## src/rtl/manual_vector_entry_pkg.sv

```systemverilog
// Shared constants for the manual vector entry block: FSM encoding and
// default sizing.
package manual_vector_entry_pkg;

  localparam logic ST_COLLECT = 1'b0;
  localparam logic ST_FULL    = 1'b1;

  localparam int DEFAULT_WIDTH           = 8;
  localparam int DEFAULT_DEBOUNCE_CYCLES = 250000;

  typedef enum logic {
    COLLECT = ST_COLLECT,
    FULL    = ST_FULL
  } state_e;

endpackage

```

## src/rtl/manual_vector_entry_if.sv

```systemverilog
// Button inputs and vector/status outputs of the manual vector entry block.
interface manual_vector_entry_if
  import manual_vector_entry_pkg::*;
#(
  parameter int WIDTH = DEFAULT_WIDTH
);
  localparam int CNT_W = $clog2(WIDTH + 1);

  logic             btn_zero;
  logic             btn_one;
  logic             btn_clear;
  logic [WIDTH-1:0] vector;
  logic [CNT_W-1:0] count;
  logic             vector_valid;
  logic             done;
  logic             error;

  modport master (
    output btn_zero, btn_one, btn_clear,
    input  vector, count, vector_valid, done, error
  );

  modport slave (
    input  btn_zero, btn_one, btn_clear,
    output vector, count, vector_valid, done, error
  );

endinterface

```

## src/rtl/manual_vector_entry_button_debounce.sv

```systemverilog
// One raw button: 2-flop synchronizer, counter debouncer and a one-cycle
// press pulse on the debounced rising edge.
module button_debounce
  import manual_vector_entry_pkg::*;
#(
  parameter int DEBOUNCE_CYCLES = DEFAULT_DEBOUNCE_CYCLES
) (
  input  logic clk,
  input  logic rst_n,
  input  logic raw,
  output logic level,
  output logic press
);

  localparam int CNT_W = (DEBOUNCE_CYCLES > 1) ? $clog2(DEBOUNCE_CYCLES) : 1;
  localparam logic [CNT_W-1:0] CNT_LAST = CNT_W'(DEBOUNCE_CYCLES - 1);

  logic             sync_p0_q, sync_p0_d;
  logic             sync_p1_q, sync_p1_d;
  logic             stable_q, stable_d;
  logic             stable_prev_q, stable_prev_d;
  logic [CNT_W-1:0] cnt_q, cnt_d;

  always_comb begin
    sync_p0_d     = raw;
    sync_p1_d     = sync_p0_q;
    stable_d      = stable_q;
    stable_prev_d = stable_q;
    cnt_d         = '0;
    // Stage boundary: synchronized level feeds the debounce counter
    if (sync_p1_q != stable_q) begin
      if (cnt_q == CNT_LAST) begin
        stable_d = sync_p1_q;
      end else begin
        cnt_d = cnt_q + CNT_W'(1);
      end
    end
  end

  always_ff @(posedge clk) begin
    if (!rst_n) begin
      sync_p0_q     <= 1'b0;
      sync_p1_q     <= 1'b0;
      stable_q      <= 1'b0;
      stable_prev_q <= 1'b0;
      cnt_q         <= '0;
    end else begin
      sync_p0_q     <= sync_p0_d;
      sync_p1_q     <= sync_p1_d;
      stable_q      <= stable_d;
      stable_prev_q <= stable_prev_d;
      cnt_q         <= cnt_d;
    end
  end

  assign level = stable_q;
  assign press = stable_q & ~stable_prev_q;

endmodule

```

## src/rtl/manual_vector_entry.sv

```systemverilog
// Collects debounced "0"/"1" button presses LSB-first into a WIDTH-bit
// vector and flags completion; "clear" restarts entry.
module manual_vector_entry
  import manual_vector_entry_pkg::*;
#(
  parameter int WIDTH           = DEFAULT_WIDTH,
  parameter int DEBOUNCE_CYCLES = DEFAULT_DEBOUNCE_CYCLES
) (
  input  logic                  clk,
  input  logic                  rst_n,
  manual_vector_entry_if.slave  bus
);

  localparam int CNT_W = $clog2(WIDTH + 1);

  logic [2:0] levels_unused;
  logic       press_zero, press_one, press_clear;

  button_debounce #(.DEBOUNCE_CYCLES(DEBOUNCE_CYCLES)) u_db_zero (
    .clk   (clk),
    .rst_n (rst_n),
    .raw   (bus.btn_zero),
    .level (levels_unused[0]),
    .press (press_zero)
  );

  button_debounce #(.DEBOUNCE_CYCLES(DEBOUNCE_CYCLES)) u_db_one (
    .clk   (clk),
    .rst_n (rst_n),
    .raw   (bus.btn_one),
    .level (levels_unused[1]),
    .press (press_one)
  );

  button_debounce #(.DEBOUNCE_CYCLES(DEBOUNCE_CYCLES)) u_db_clear (
    .clk   (clk),
    .rst_n (rst_n),
    .raw   (bus.btn_clear),
    .level (levels_unused[2]),
    .press (press_clear)
  );

  state_e           state_q, state_d;
  logic [WIDTH-1:0] vector_q, vector_d;
  logic [CNT_W-1:0] count_q, count_d;
  logic             valid_q, valid_d;
  logic             done_q, done_d;
  logic             error_q, error_d;

  always_comb begin
    state_d  = state_q;
    vector_d = vector_q;
    count_d  = count_q;
    done_d   = 1'b0;
    error_d  = 1'b0;
    // Stage boundary: press pulses drive the entry FSM
    if (press_clear) begin
      state_d  = COLLECT;
      vector_d = '0;
      count_d  = '0;
    end else if (state_q == COLLECT) begin
      if (press_zero && press_one) begin
        error_d = 1'b1;
      end else if (press_zero || press_one) begin
        for (int i = 0; i < WIDTH; i++) begin
          if (count_q == CNT_W'(i)) vector_d[i] = press_one;
        end
        count_d = count_q + CNT_W'(1);
        if (count_q == CNT_W'(WIDTH - 1)) begin
          state_d = FULL;
          done_d  = 1'b1;
        end
      end
    end
    valid_d = (state_d == FULL);
  end

  always_ff @(posedge clk) begin
    if (!rst_n) begin
      state_q  <= COLLECT;
      vector_q <= '0;
      count_q  <= '0;
      valid_q  <= 1'b0;
      done_q   <= 1'b0;
      error_q  <= 1'b0;
    end else begin
      state_q  <= state_d;
      vector_q <= vector_d;
      count_q  <= count_d;
      valid_q  <= valid_d;
      done_q   <= done_d;
      error_q  <= error_d;
    end
  end

  assign bus.vector       = vector_q;
  assign bus.count        = count_q;
  assign bus.vector_valid = valid_q;
  assign bus.done         = done_q;
  assign bus.error        = error_q;

endmodule

```

## src/flat_wrapper.sv

```systemverilog
// flat-port wrapper written by rule: the top's interface ports become plain ports
module manual_vector_entry_flat import manual_vector_entry_pkg::*;
#(
  parameter int WIDTH           = DEFAULT_WIDTH,
  parameter int DEBOUNCE_CYCLES = DEFAULT_DEBOUNCE_CYCLES
)
  (clk, rst_n, bus_btn_zero, bus_btn_one, bus_btn_clear, bus_vector, bus_count, bus_vector_valid, bus_done, bus_error);
  manual_vector_entry_if #(.WIDTH(WIDTH)) bus_i ();
  input  logic clk;
  input  logic rst_n;
  input wire logic [$bits(bus_i.btn_zero)-1:0] bus_btn_zero;
  input wire logic [$bits(bus_i.btn_one)-1:0] bus_btn_one;
  input wire logic [$bits(bus_i.btn_clear)-1:0] bus_btn_clear;
  output wire logic [$bits(bus_i.vector)-1:0] bus_vector;
  output wire logic [$bits(bus_i.count)-1:0] bus_count;
  output wire logic [$bits(bus_i.vector_valid)-1:0] bus_vector_valid;
  output wire logic [$bits(bus_i.done)-1:0] bus_done;
  output wire logic [$bits(bus_i.error)-1:0] bus_error;
  assign bus_i.btn_zero = bus_btn_zero;
  assign bus_i.btn_one = bus_btn_one;
  assign bus_i.btn_clear = bus_btn_clear;
  assign bus_vector = bus_i.vector;
  assign bus_count = bus_i.count;
  assign bus_vector_valid = bus_i.vector_valid;
  assign bus_done = bus_i.done;
  assign bus_error = bus_i.error;
  manual_vector_entry #(.WIDTH(WIDTH), .DEBOUNCE_CYCLES(DEBOUNCE_CYCLES)) u_core (.clk(clk), .rst_n(rst_n), .bus(bus_i));
endmodule
```

## config.mk

```make
export PLATFORM = sky130hd
export DESIGN_NAME = manual_vector_entry_flat
export DESIGN_NICKNAME = d
export VERILOG_FILES = /design/src/rtl/manual_vector_entry_pkg.sv /design/src/rtl/manual_vector_entry_if.sv /design/src/rtl/manual_vector_entry_button_debounce.sv /design/src/rtl/manual_vector_entry.sv /design/src/flat_wrapper.sv
export SDC_FILE = /design/constraint.sdc
export NUM_CORES = 1
export LEC_CHECK = 0
export CORE_ASPECT_RATIO = 0.7
export CORE_MARGIN = 3
export CORE_UTILIZATION = 30
export DETAILED_ROUTE_END_ITERATION = 12
export PLACE_DENSITY = 0.48
export SLEW_MARGIN = 5
export SYNTH_ARGS = -nofsm -noshare
export SYNTH_HDL_FRONTEND = slang
export SYNTH_SLANG_ARGS = --single-unit
```

## constraint.sdc

```tcl
create_clock -name clk -period 2.55 [get_ports clk]
set_input_delay 0.255 -clock clk [delete_from_list [all_inputs] [get_ports clk]]
set_output_delay 0.255 -clock clk [all_outputs]
set_load 0.1 [all_outputs]
```

Yosys cells after proc, flatten, opt, wreduce, memory -nomap -nowiden --
Cells that the tools add are included.
Word-level totals: flip-flop bits (word level) 81, bits of input ports 5
Cells by class: add/sub/neg operators 4, eq/ne operators 13, multiplexer cells 5, bitwise operators 12, reductions and logical operators 20
Operators with widths (number):
- adder 18 x 1 -> 18 bit (second input constant) | 3
- equality test 18 bit (second input constant) | 3
- AND reduction 4 bit | 8
- equality test 4 x 3 -> 1 bit (second input constant) | 4
- OR reduction 3 bit | 4
- NOT 1 bit | 9
- equality test 4 x 2 -> 1 bit (second input constant) | 2
- AND reduction 2 bit | 3
- 2-to-1 mux 1 bit | 5
- adder 4 x 1 -> 4 bit (second input constant) | 1
- equality test 4 x 1 -> 1 bit (second input constant) | 1
- logical NOT 4 bit | 1
- bitwise AND 1 bit | 3
- inequality test 1 bit | 3
- AND reduction 3 bit | 1
- OR reduction 2 bit | 1
- logical AND 1 bit | 1
- logical OR 1 bit | 1

Depth between registers and ports, before layout --
Gate-level depths: netlist of the first run.
word-level depth 6, depth in mapped cells 6

Modules after synthesis --
Synthesis of the first run repeated with hierarchy kept, for this count alone.
Second synthesis, totals: cell total of the unflattened synthesis 398, area total of the unflattened synthesis 3656.0 um^2
By module, submodules not included:
- button_debounce | instances 3, cells each 105, area an instance 969.7 um^2, sequential area each 440.4 um^2
- manual_vector_entry | instances 1, cells each 83, area an instance 747.0 um^2, sequential area each 300.3 um^2

Worst setup path before layout of the first run --
No wires, ideal clock.
path kind register to register, start point register u_core.count_q[1], in the netlist u_core.bus.count[1], end point register u_core.count_q[2], in the netlist u_core.bus.count[2], setup time 0.070 ns, arrival 1.998 ns, setup slack 0.482 ns, cell stages (with the launch flop) 5, clock period less this slack 2.068 ns, cell sequence dfxtp_1 -> ha_1 -> inv_1 -> or4_1 -> a21oi_1
Between the ends: cells in the longest elaborated chain, start to end 1
RTL lines:
- from (decl) | line manual_vector_entry.sv:45 | logic [CNT_W-1:0] count_q, count_d;
- from (signal assigned) | line manual_vector_entry.sv:89 | count_q <= count_d;
- adder 4 x 1 -> 4 bit | line manual_vector_entry.sv:68 | count_d = count_q + CNT_W'(1);
Every way passes these cells. A chain may end at the register's enable or synchronous reset.

Final worst setup path of the first run --
start point register u_core.u_db_one.cnt_q[0], end point register u_core.u_db_one.cnt_q[10]
Between the ends: cells in the longest elaborated chain, start to end 2, elaborated cells between the ends (all ways) 3
RTL lines:
- from (decl) | line manual_vector_entry_button_debounce.sv:22 | logic [CNT_W-1:0] cnt_q, cnt_d;
- from (signal assigned) | line manual_vector_entry_button_debounce.sv:52 | cnt_q <= cnt_d;
- branches (longest 2 deep; another with adder 18 x 1 -> 18 bit)
Parallel ways; which one is timed is not known.

==> results.md, run 1 <==
* Final instance area at between 4000 and 5000 µm²
* Area delta synth->final at 18.3%
* DRC Markers at 0
* Die width at 137 µm
* Max_cap viols at 0
* Hold Vio Cnt, Final at 0
* Crit path time final at approximately 2000 ps
* Die H at around 98 µm
* Reg clk slew, reported paths at ~60 ps
* Asr flop ratio synth at 0
* Critical Path Source: u_core.u_db_one.cnt_q[0]
* Top post-synthesis cells by area: dfxtp_1 45%, xnor2_1 8.5%, nor2_1 5.8%
* Buf/Inv on CP at 1
* CP top delay family: compound AO/OA/AOI/OAI gates
* ANT cells at 0
* TritonCTS clock tree: done
* Worst Reg-to-Reg Cells at 5
* Final nets at around 440
* Syn Inst Count at ~410
* I/O Buffers at 19
* Fill count at 1,190
* Synth Area in XOR/XNOR at 0.109
* R2r endpoint: u_core.u_db_one.cnt_q[10]
* CTS Buf Count at 9
* Final WL at around 7000 µm
* Synth cell types at 42
* Max Freq at roughly 510 MHz
* Placed cell areas at 3960 µm²
* Via Count at 2,835
* Iter 0 DRT Violations at ~130
* Hold_buf cts at 0
* Area share of fa/ha/maj cells after synthesis at 0.0243
* Post-synthesis sequential area ratio at 0.449
* Post-Layout Cell Count at roughly 600
* GR Util All Layers at 0.115
* Post-cts resize count at 0
* FF+latch count, synth at ~80
* PD cells at between 600 and 700 nW/µm²
* Core area at about 11,000 µm²
* Mapped cell area at between 3000 and 4000 µm²
* Worst-case clock buffer depth at 2
* Global-route wire length before repair at ~13,000 µm
* Compound-gate portion of the synthesized area at 0.0780
* WS Path Type: reg2reg
* Crit path largest cell delay at ~570 ps
* Vias in the first global route at 2,588
* Share of cells above drive strength 1 at 0.119
* Least-Margin Pin Slew at 615 ps
* Avg Cell Area, Syn at approximately 8.9 µm²
* Peak VDD IR at 0.370 mV
* CP cell instances: ha_1 > nand3_1 > o41ai_4 > buf_4 > nor2_1
* Routed WL per cell at around 12 µm
* Most common cell after layout, fill and taps aside: dfxtp_1
* Critical Path End: u_core.u_db_one.cnt_q[10]
* Yosys top cell area share at 0.449
* Most frequent cells in the layout: 81 x dfxtp_1, 56 x nor2_1, 35 x xnor2_1
* Yosys warns at 0
* RR Startpoint: u_core.u_db_one.cnt_q[0]
* Synthesized Nets at between 400 and 500
* Predominant post-synthesis flop cell: dfxtp_1
* Crit path DAT at about 2200 ps
* Initial core utilization at 0.317
* Hold path start: u_core.u_db_clear.sync_p0_q
* Startpoint types: flop
* DIE AREA at between 10,000 and 15,000 µm²
* Largest family of logic cells by synthesized area: simple AND/OR/NAND/NOR gates
* # setup viols final at 0
* H-tree levels at 3
* Crit Path Max Fanout at 12
* Initial antenna violation count at 0
* Final Cycle Share at 0.773
* Post-synthesis simple-gate area fraction at 0.294
* Post-route ant nets at 0
* Slowest cell on crit path: o41ai_4
* Placed Cells at around 570
* Worst EP required at between 2000 and 3000 ps
* IO Count at 20
* Hpwl dp at approximately 5100 µm
* Leakage power at around 1.3 nW
* Fin Clk Skew at roughly 4.5 ps
* Gr ovfl total at 0
* HP Class: reg2reg
* # clock sinks at 81
* Critical Path Stages at 5
* Top cell type by total area after synthesis: dfxtp_1
* Max Slew Vio Count at 0
* Mux contribution to synthesized area at 0.0111
* R2r setup slk at 580 ps
* DRT Pass-1 Iters at 4
* Post-synth EDFFs at 0
* Setup TNS at 0 ps
* RePlAce Congestion at 0.794
* CTS root buf: clkbuf_16
* Pin count of the biggest net entering global routing at 17
* Status: complete, no violations
* Row cnt at 32
* Rel. slew slack at 0.589
* Worst-Skew Late Latency at 330 ps
* Post-CTS Setup Inserts at 0
* RSZ-0062 raised after global routing: false
* Setup crit end kind: flop
* Vias per cell at ~4.8
[worst reg2reg max path: cells and delay by family (launching register included)]
kind | cells | cell delay (ps)
flops | 1 | 420
compound gates | 1 | 570
fa+ha+maj | 1 | 240
buf+inv | 1 | 270
simple gates | 2 | 370
[worst min path at each step]
stage | depth (start not counted) | slack, ps | to
floorplan | 1 | 380 | u_core.u_db_clear.sync_p0_q
global placement | 1 | 420 | u_core.u_db_clear.sync_p1_q
global route | 1 | 450 | u_core.u_db_zero.sync_p1_q
detailed placement | 1 | 420 | u_core.u_db_zero.sync_p1_q
CTS | 1 | 430 | u_core.u_db_zero.sync_p1_q
finish | 1 | 430 | u_core.u_db_clear.sync_p1_q
[synth_stat cells (2+ instances only)]
| library cell | count |
|---|---|
| nor4b_1 | 2 |
| o31ai_1 | 7 |
| and3_1 | 2 |
| nand4_1 | 16 |
| nand3_4 | 2 |
| ha_1 | 7 |
| nor2b_1 | 6 |
| nand3_1 | 20 |
| clkbuf_1 | 6 |
| dfxtp_1 | 81 |
| inv_1 | 21 |
| and2_1 | 8 |
| xnor2_1 | 35 |
| nand2b_1 | 2 |
| mux2i_1 | 4 |
| nor2_1 | 56 |
| nor3_1 | 10 |
| buf_2 | 4 |
| or3_4 | 2 |
| nor4_1 | 18 |
| or4_1 | 7 |
| or3_1 | 4 |
| nand2_1 | 26 |
| nand4_2 | 3 |
| o21ai_0 | 11 |
| xor2_1 | 10 |
| a21oi_1 | 20 |
[cell families after synthesis]
logic type               Yosys count
AO/OA/AOI/OAI                     45
AND/OR/NAND/NOR                  191
multiplexers                       4
flip-flops                        81
buffers and inverters             32
adder cells (fa/ha/maj)            7
XOR/XNOR                          45
[power breakdown]
part	internal [W]	switching, W
Sequential	0.00127	0.00000321
Combinational	0.0000147	0.0000185
Clock	0.000852	0.000492
Total	0.00214	0.000514
[area by class of cell]
| cell class | instances | area (µm²) | share of cell area |
|---|---|---|---|
| timing repair buffer | 26 | 205 | 0.0480 |
| clock buffer | 10 | 229 | 0.0536 |
| sequential | 81 | 1620 | 0.380 |
| inverter | 21 | 78.8 | 0.0185 |
| multi-input combinational | 292 | 1860 | 0.436 |
| clock inverter | 6 | 82.6 | 0.0193 |
| tap | 153 | 191 | 0.0448 |
[per-layer routing]
metal / global-route usage / vias to the layer above / part of all wire
met1: 0.176 / 1299 / 0.54
met4: 0.0322 / 0 / 0.0074
met3: 0.0386 / 6 / 0.052
met5: 0 / - / 0
met2: 0.152 / 61 / 0.40
li1: - / 1469 / -
[registers in the layout (all words and copies together) (netlist names), 4 cells and up]
| name | count |
|---|---|
| u_core.u_db_zero.cnt_q | 18 |
| u_core.u_db_clear.cnt_q | 18 |
| u_core.bus.vector | 8 |
| u_core.bus.count | 4 |
| u_core.u_db_one.cnt_q | 18 |
[through the flow]
step,util,setup WS [ps],total power (W),hold slack [ps]
2_1_floorplan,-,482,0.00132,382
3_3_place_gp,0.348,645,0.00134,421
3_5_place_dp,0.348,594,0.00134,419
4_1_cts,0.376,572,0.00270,432
5_1_grt,0.376,379,0.00276,449
6_report,0.376,580,0.00265,427
Note: power is estimated with default switching activity, not from simulation.
==> run 2: changes to the inputs <==
PLACE_DENSITY = 0.49   (was 0.48)
clock period = 1.8 ns   (was 2.55 ns; I/O delays follow)
==> run 2 against run 1 <==
Against the previous run: global-route usage is 0.55 points higher; critical path depth stayed put; register-to-register slack got worse by 460 ps; combinational power rose by 65%; non-clock buffer count increased by 27; cell area is 6.0% higher; cell count is 4.6% higher; flip-flop and latch count unchanged; fmax rose by 17%.
==> results.md, run 2 (synthesized netlist as in run 1, its figures left out) <==
* Status: complete, no violations
* CTS Buf Count at 9
* Biggest registers after layout: u_core.u_db_clear.cnt_q: 18 flops, u_core.u_db_one.cnt_q: 18 flops, u_core.u_db_zero.cnt_q: 18 flops
* RePlAce Congestion at slightly below 0.8
* # clock sinks at 81
* Most frequent cells in the layout: 75 x dfxtp_1, 56 x nor2_1, 47 x buf_4
* Initial antenna violation count at 0
* Setup TNS at 0 ps
* Reg clk slew, reported paths at 60 ps
* Crit path time final at between 1500 and 2000 ps
* Max Freq at ~600 MHz
* Die width at ~140 µm
* Core area at roughly 11,000 µm²
* Hold Vio Cnt, Final at 0
* RSZ-0062 raised after global routing: true
* Worst hold endpoint: u_core.u_db_zero.cnt_q[0]
* H-tree levels at 3
* Crit path DAT at 1940 ps
* Vias per cell at around 4.7
* Crit Path Max Fanout at 4
* Final setup margin at between 100 and 150 ps
* Final nets at between 400 and 500
* Final Cycle Share at 0.933
* Most common cell after layout, fill and taps aside: dfxtp_1
* DRT Pass-1 Iters at 5
* R2r setup slk at about 120 ps
* Post-CTS Setup Inserts at 0
* DRC Markers at 0
* RR Startpoint: u_core.u_db_one.cnt_q[0]
* Via Count at 2,914
* IO Count at 20
* Number of cells on the worst hold path at 1
* Setup crit end kind: flop
* GR Util All Layers at 0.121
* CTS root buf: clkbuf_16
* WS Path Type: reg2reg
* Rel. slew slack at 0.631
* Vias in the first global route at 2,710
* R2r endpoint: u_core.u_db_one.cnt_q[17]
* Pre-CTS setup slack at 44.6 ps
* Max Slew Vio Count at 0
* Gr ovfl total at 0
* Post-route ant nets at 0
* Max_cap viols at 0
* Least-Margin Pin Slew at about 550 ps
* Iter 0 DRT Violations at ~150
* ANT cells at 0
* Hold_buf cts at 0
* Routed WL per cell at 12.3 µm
* Worst Reg-to-Reg Cells at 5
* Initial core utilization at 0.317
* Hold path start: u_core.u_db_zero.cnt_q[0]
* I/O Buffers at 19
* Leakage power at between 1 and 1.5 nW
* DIE AREA at ~13,000 µm²
* Fin Clk Skew at roughly 5.3 ps
* Startpoint types: flop
* # setup viols final at 0
* Peak VDD IR at approximately 0.52 mV
* Worst-case clock buffer depth at 2
* TritonCTS clock tree: done
* Die H at between 90 and 100 µm
* Hpwl dp at about 5500 µm
* Global-route wire length before repair at between 10,000 and 15,000 µm
* Final WL at between 7000 and 8000 µm
* Worst-Skew Late Latency at about 330 ps
* Utilization after layout at 0.398
* Area delta synth->final at 25.4%
* Row cnt at 32
* HP Class: reg2reg
* Pin count of the biggest net entering global routing at 18
* Worst EP required at 2070 ps
* PD cells at roughly 850 nW/µm²
* Fill count at 1,133
* Share of cells above drive strength 1 at 0.184
## run 2: how the worst max path moves through the flow
stage	from	to	slack, ps
4_1_cts	u_core.u_db_one.cnt_q[1]	u_core.u_db_one.cnt_q[16]	20
6_report	u_core.u_db_one.cnt_q[0]	u_core.u_db_one.cnt_q[17]	120
3_3_place_gp	u_core.u_db_one.cnt_q[1]	u_core.u_db_one.cnt_q[16]	90
3_5_place_dp	u_core.u_db_one.cnt_q[1]	u_core.u_db_one.cnt_q[16]	40
5_1_grt	u_core.u_db_clear.cnt_q[0]	u_core.u_db_clear.cnt_q[16]	-20
2_1_floorplan	u_core.u_db_one.cnt_q[0]	u_core.u_db_one.cnt_q[10]	10
## run 2: critical path: stages, from the launching register on
cell and delay [ps]:
dfxtp_1 340, buf_4 140, nand4_4 100, or3_4 420, or4_1 470, a21oi_1 150
## run 2: power by group
part | switching, W | internal (W) | total (W)
combinational | 0.0000282 | 0.0000265 | 0.0000547
sequential | 0.00000406 | 0.00180 | 0.00181
clock | 0.000696 | 0.00129 | 0.00199
total | 0.000728 | 0.00312 | 0.00385
## run 2: layout make-up
cell class | count | area, µm² | share of cell area
multi-input cells | 292 | 1870 | 0.413
flip-flops and latches | 81 | 1630 | 0.360
repair buffers | 53 | 433 | 0.0956
clock buffers | 14 | 264 | 0.0583
well taps | 153 | 191 | 0.0423
inverters | 21 | 78.8 | 0.0174
clock inverters | 2 | 60.1 | 0.0133
## run 2: timing repair
item,in CTS,in global routing
hold endpoints to repair,0,0
endpoints found under the setup margin,0,20
gates resized for setup,0,4
## run 2: metal layers
metal | vias to the layer above | track usage | routed length [µm]
li1 | 1523 | - | -
met2 | 44 | 0.163 | 3040
met5 | - | 0 | 0
met1 | 1340 | 0.178 | 4080
met4 | 0 | 0.0391 | 52
met3 | 7 | 0.0412 | 378
## run 2: through the flow
| step | power (W) | std cells | instance area, µm² | hold slack [ps] |
|---|---|---|---|---|
| final | 0.00385 | 616 | 4530 | 421 |
| after CTS | 0.00392 | 616 | 4520 | 429 |
| after global routing | 0.00399 | 616 | 4530 | 433 |
| after global placement | 0.00190 | 600 | 4190 | 414 |
| after floorplan | 0.00187 | 405 | 3610 | 307 |
| after detailed placement | 0.00190 | 600 | 4190 | 425 |
==> run 3: changes to the inputs <==
PLACE_DENSITY = 0.48   (was 0.49)
clock period = 2 ns   (was 1.8 ns; I/O delays follow)
==> run 3 against run 2 <==
Against the previous run: critical path type unchanged; cell area shrank 4.3%; total power shrank 13%; clock power decreased by 16%; via count fell by 2.2%; wire length shrank 3.6%; critical path depth fell by 1; flip-flop and latch count unchanged; count of clock-buffer cells in the layout fell by 5; non-clock buffer count decreased by 18; critical endpoint is now u_core.u_db_clear.level.
==> results.md, run 3 (synthesized netlist as in run 1, its figures left out) <==
* Crit Path Max Fanout at 6
* Area delta synth->final at 20.0%
* Setup crit end kind: flop
* PD cells at between 700 and 800 nW/µm²
* Vias in the first global route at 2,606
* H-tree levels at 3
* Crit path DAT at ~2100 ps
* RePlAce Congestion at about 0.78
* Most frequent cells in the layout: 79 x dfxtp_1, 56 x nor2_1, 35 x xnor2_1
* Setup TNS at 0 ps
* CTS root buf: clkbuf_16
* Leakage power at about 1.4 nW
* DRC Markers at 0
* Final WL at about 7300 µm
* Worst-Skew Late Latency at 340 ps
* WS Path Type: reg2reg
* Hold Vio Cnt, Final at 0
* GR Util All Layers at 0.118
* Die width at approximately 140 µm
* Final nets at between 400 and 500
* Post-Layout Cell Count at roughly 600
* Hpwl dp at just over 5000 µm
* Status: complete, no violations
* Max Slew Vio Count at 0
* Max_cap viols at 0
* TritonCTS clock tree: done
* Vias per cell at about 4.8
* Utilization after layout at 0.381
* Startpoint types: flop
* Post-cts resize count at 0
* RSZ-0062 raised after global routing: false
* Crit path time final at 1800 ps
* DIE AREA at around 13,000 µm²
* Rel. slew slack at 0.550
* Sequential share of power at 0.486
* Row cnt at 32
* Least-Margin Pin Slew at 670 ps
* Gr ovfl total at 0
* Initial core utilization at 0.317
* I/O Buffers at 19
* Routed WL per cell at 12.2 µm
* Fin Clk Skew at between 6 and 7 ps
* Final Cycle Share at 0.900
* Gate power share at 0.013
* Placed cell areas at 4030 µm²
* Final instance area at 4330 µm²
* Post-route ant nets at 0
* Biggest registers after layout: u_core.u_db_clear.cnt_q: 18 flops, u_core.u_db_one.cnt_q: 18 flops, u_core.u_db_zero.cnt_q: 18 flops
* Reg clk slew, reported paths at 70 ps
* Internal power at 0.00262 W
* IO Count at 20
* Initial antenna violation count at 0
* DRT Pass-1 Iters at 4
* Iter 0 DRT Violations at 208
* Hold_buf cts at 0
* Clock network fraction of total power at 0.501
* Peak VDD IR at about 0.4 mV
* # setup viols final at 0
* Core area at around 11,000 µm²
* Worst EP required at between 2000 and 2500 ps
* Switching pwr at roughly 0.00072 W
* CTS Buf Count at 9
* HP Class: reg2reg
* Via Count at approximately 2,900
* Post-CTS Setup Inserts at 0
* ANT cells at 0
* Global-route wire length before repair at ~13,000 µm
* Sw Share at 0.216
* Pin count of the biggest net entering global routing at 17
* Max Freq at between 500 and 600 MHz
* Die H at 97.8 µm
* Most common cell after layout, fill and taps aside: dfxtp_1
* Placed Cells at 582
* # clock sinks at 81
* Worst-case clock buffer depth at 2
* Share of cells above drive strength 1 at 0.144
-- run 3: area by class of cell --
type | count | area, µm²
clock buffer | 9 | 225
clock inverter | 7 | 77.6
fill | 1173 | 7040
inverter | 21 | 78.8
multi-input combinational | 292 | 1860
sequential | 81 | 1620
tap | 153 | 191
timing repair buffer | 35 | 273
-- run 3: routing by layer --
metal / routed length [µm] / GRT usage / vias up
li1: - / - / 1484
met1: 4080 / 0.182 / 1307
met2: 2760 / 0.151 / 49
met3: 333 / 0.0371 / 10
met4: 107 / 0.0437 / 0
met5: 0 / 0 / -
-- run 3: critical path: stages, from the launching register on --
cell	delay, ps
dfxtp_1	380
ha_1	220
nand3_1	220
nor4_1	670
mux2i_1	240
-- run 3: metrics by stage --
| step | worst slack [ps] | power (W) | hold slack, ps |
|---|---|---|---|
| after global routing | 8.81 | 0.00347 | 454 |
| after detailed placement | 186 | 0.00171 | 428 |
| after CTS | 152 | 0.00341 | 429 |
| final | 201 | 0.00334 | 430 |
| after global placement | 248 | 0.00170 | 417 |
| after floorplan | 138 | 0.00168 | 327 |
-- run 3: worst paths after layout --
| check | depth (start not counted) | to | slack, ps | from |
|---|---|---|---|---|
| max | 4 | u_core.u_db_clear.level | 200 | u_core.u_db_clear.cnt_q[0] |
| min | 1 | u_core.u_db_zero.sync_p1_q | 430 | u_core.u_db_zero.sync_p0_q |
| max reg2reg | 4 | u_core.u_db_clear.level | 200 | u_core.u_db_clear.cnt_q[0] |
| min reg2reg | 1 | u_core.u_db_zero.sync_p1_q | 430 | u_core.u_db_zero.sync_p0_q |
-- run 3: power by group through the flow --
stage               logic [W]  registers [W]  clock network [W]
floorplan           0.0000225        0.00166                  0
global placement    0.0000446        0.00166                  0
detailed placement  0.0000447        0.00166                  0
CTS                 0.0000449        0.00162            0.00174
global route        0.0000500        0.00162            0.00180
finish              0.0000439        0.00162            0.00167
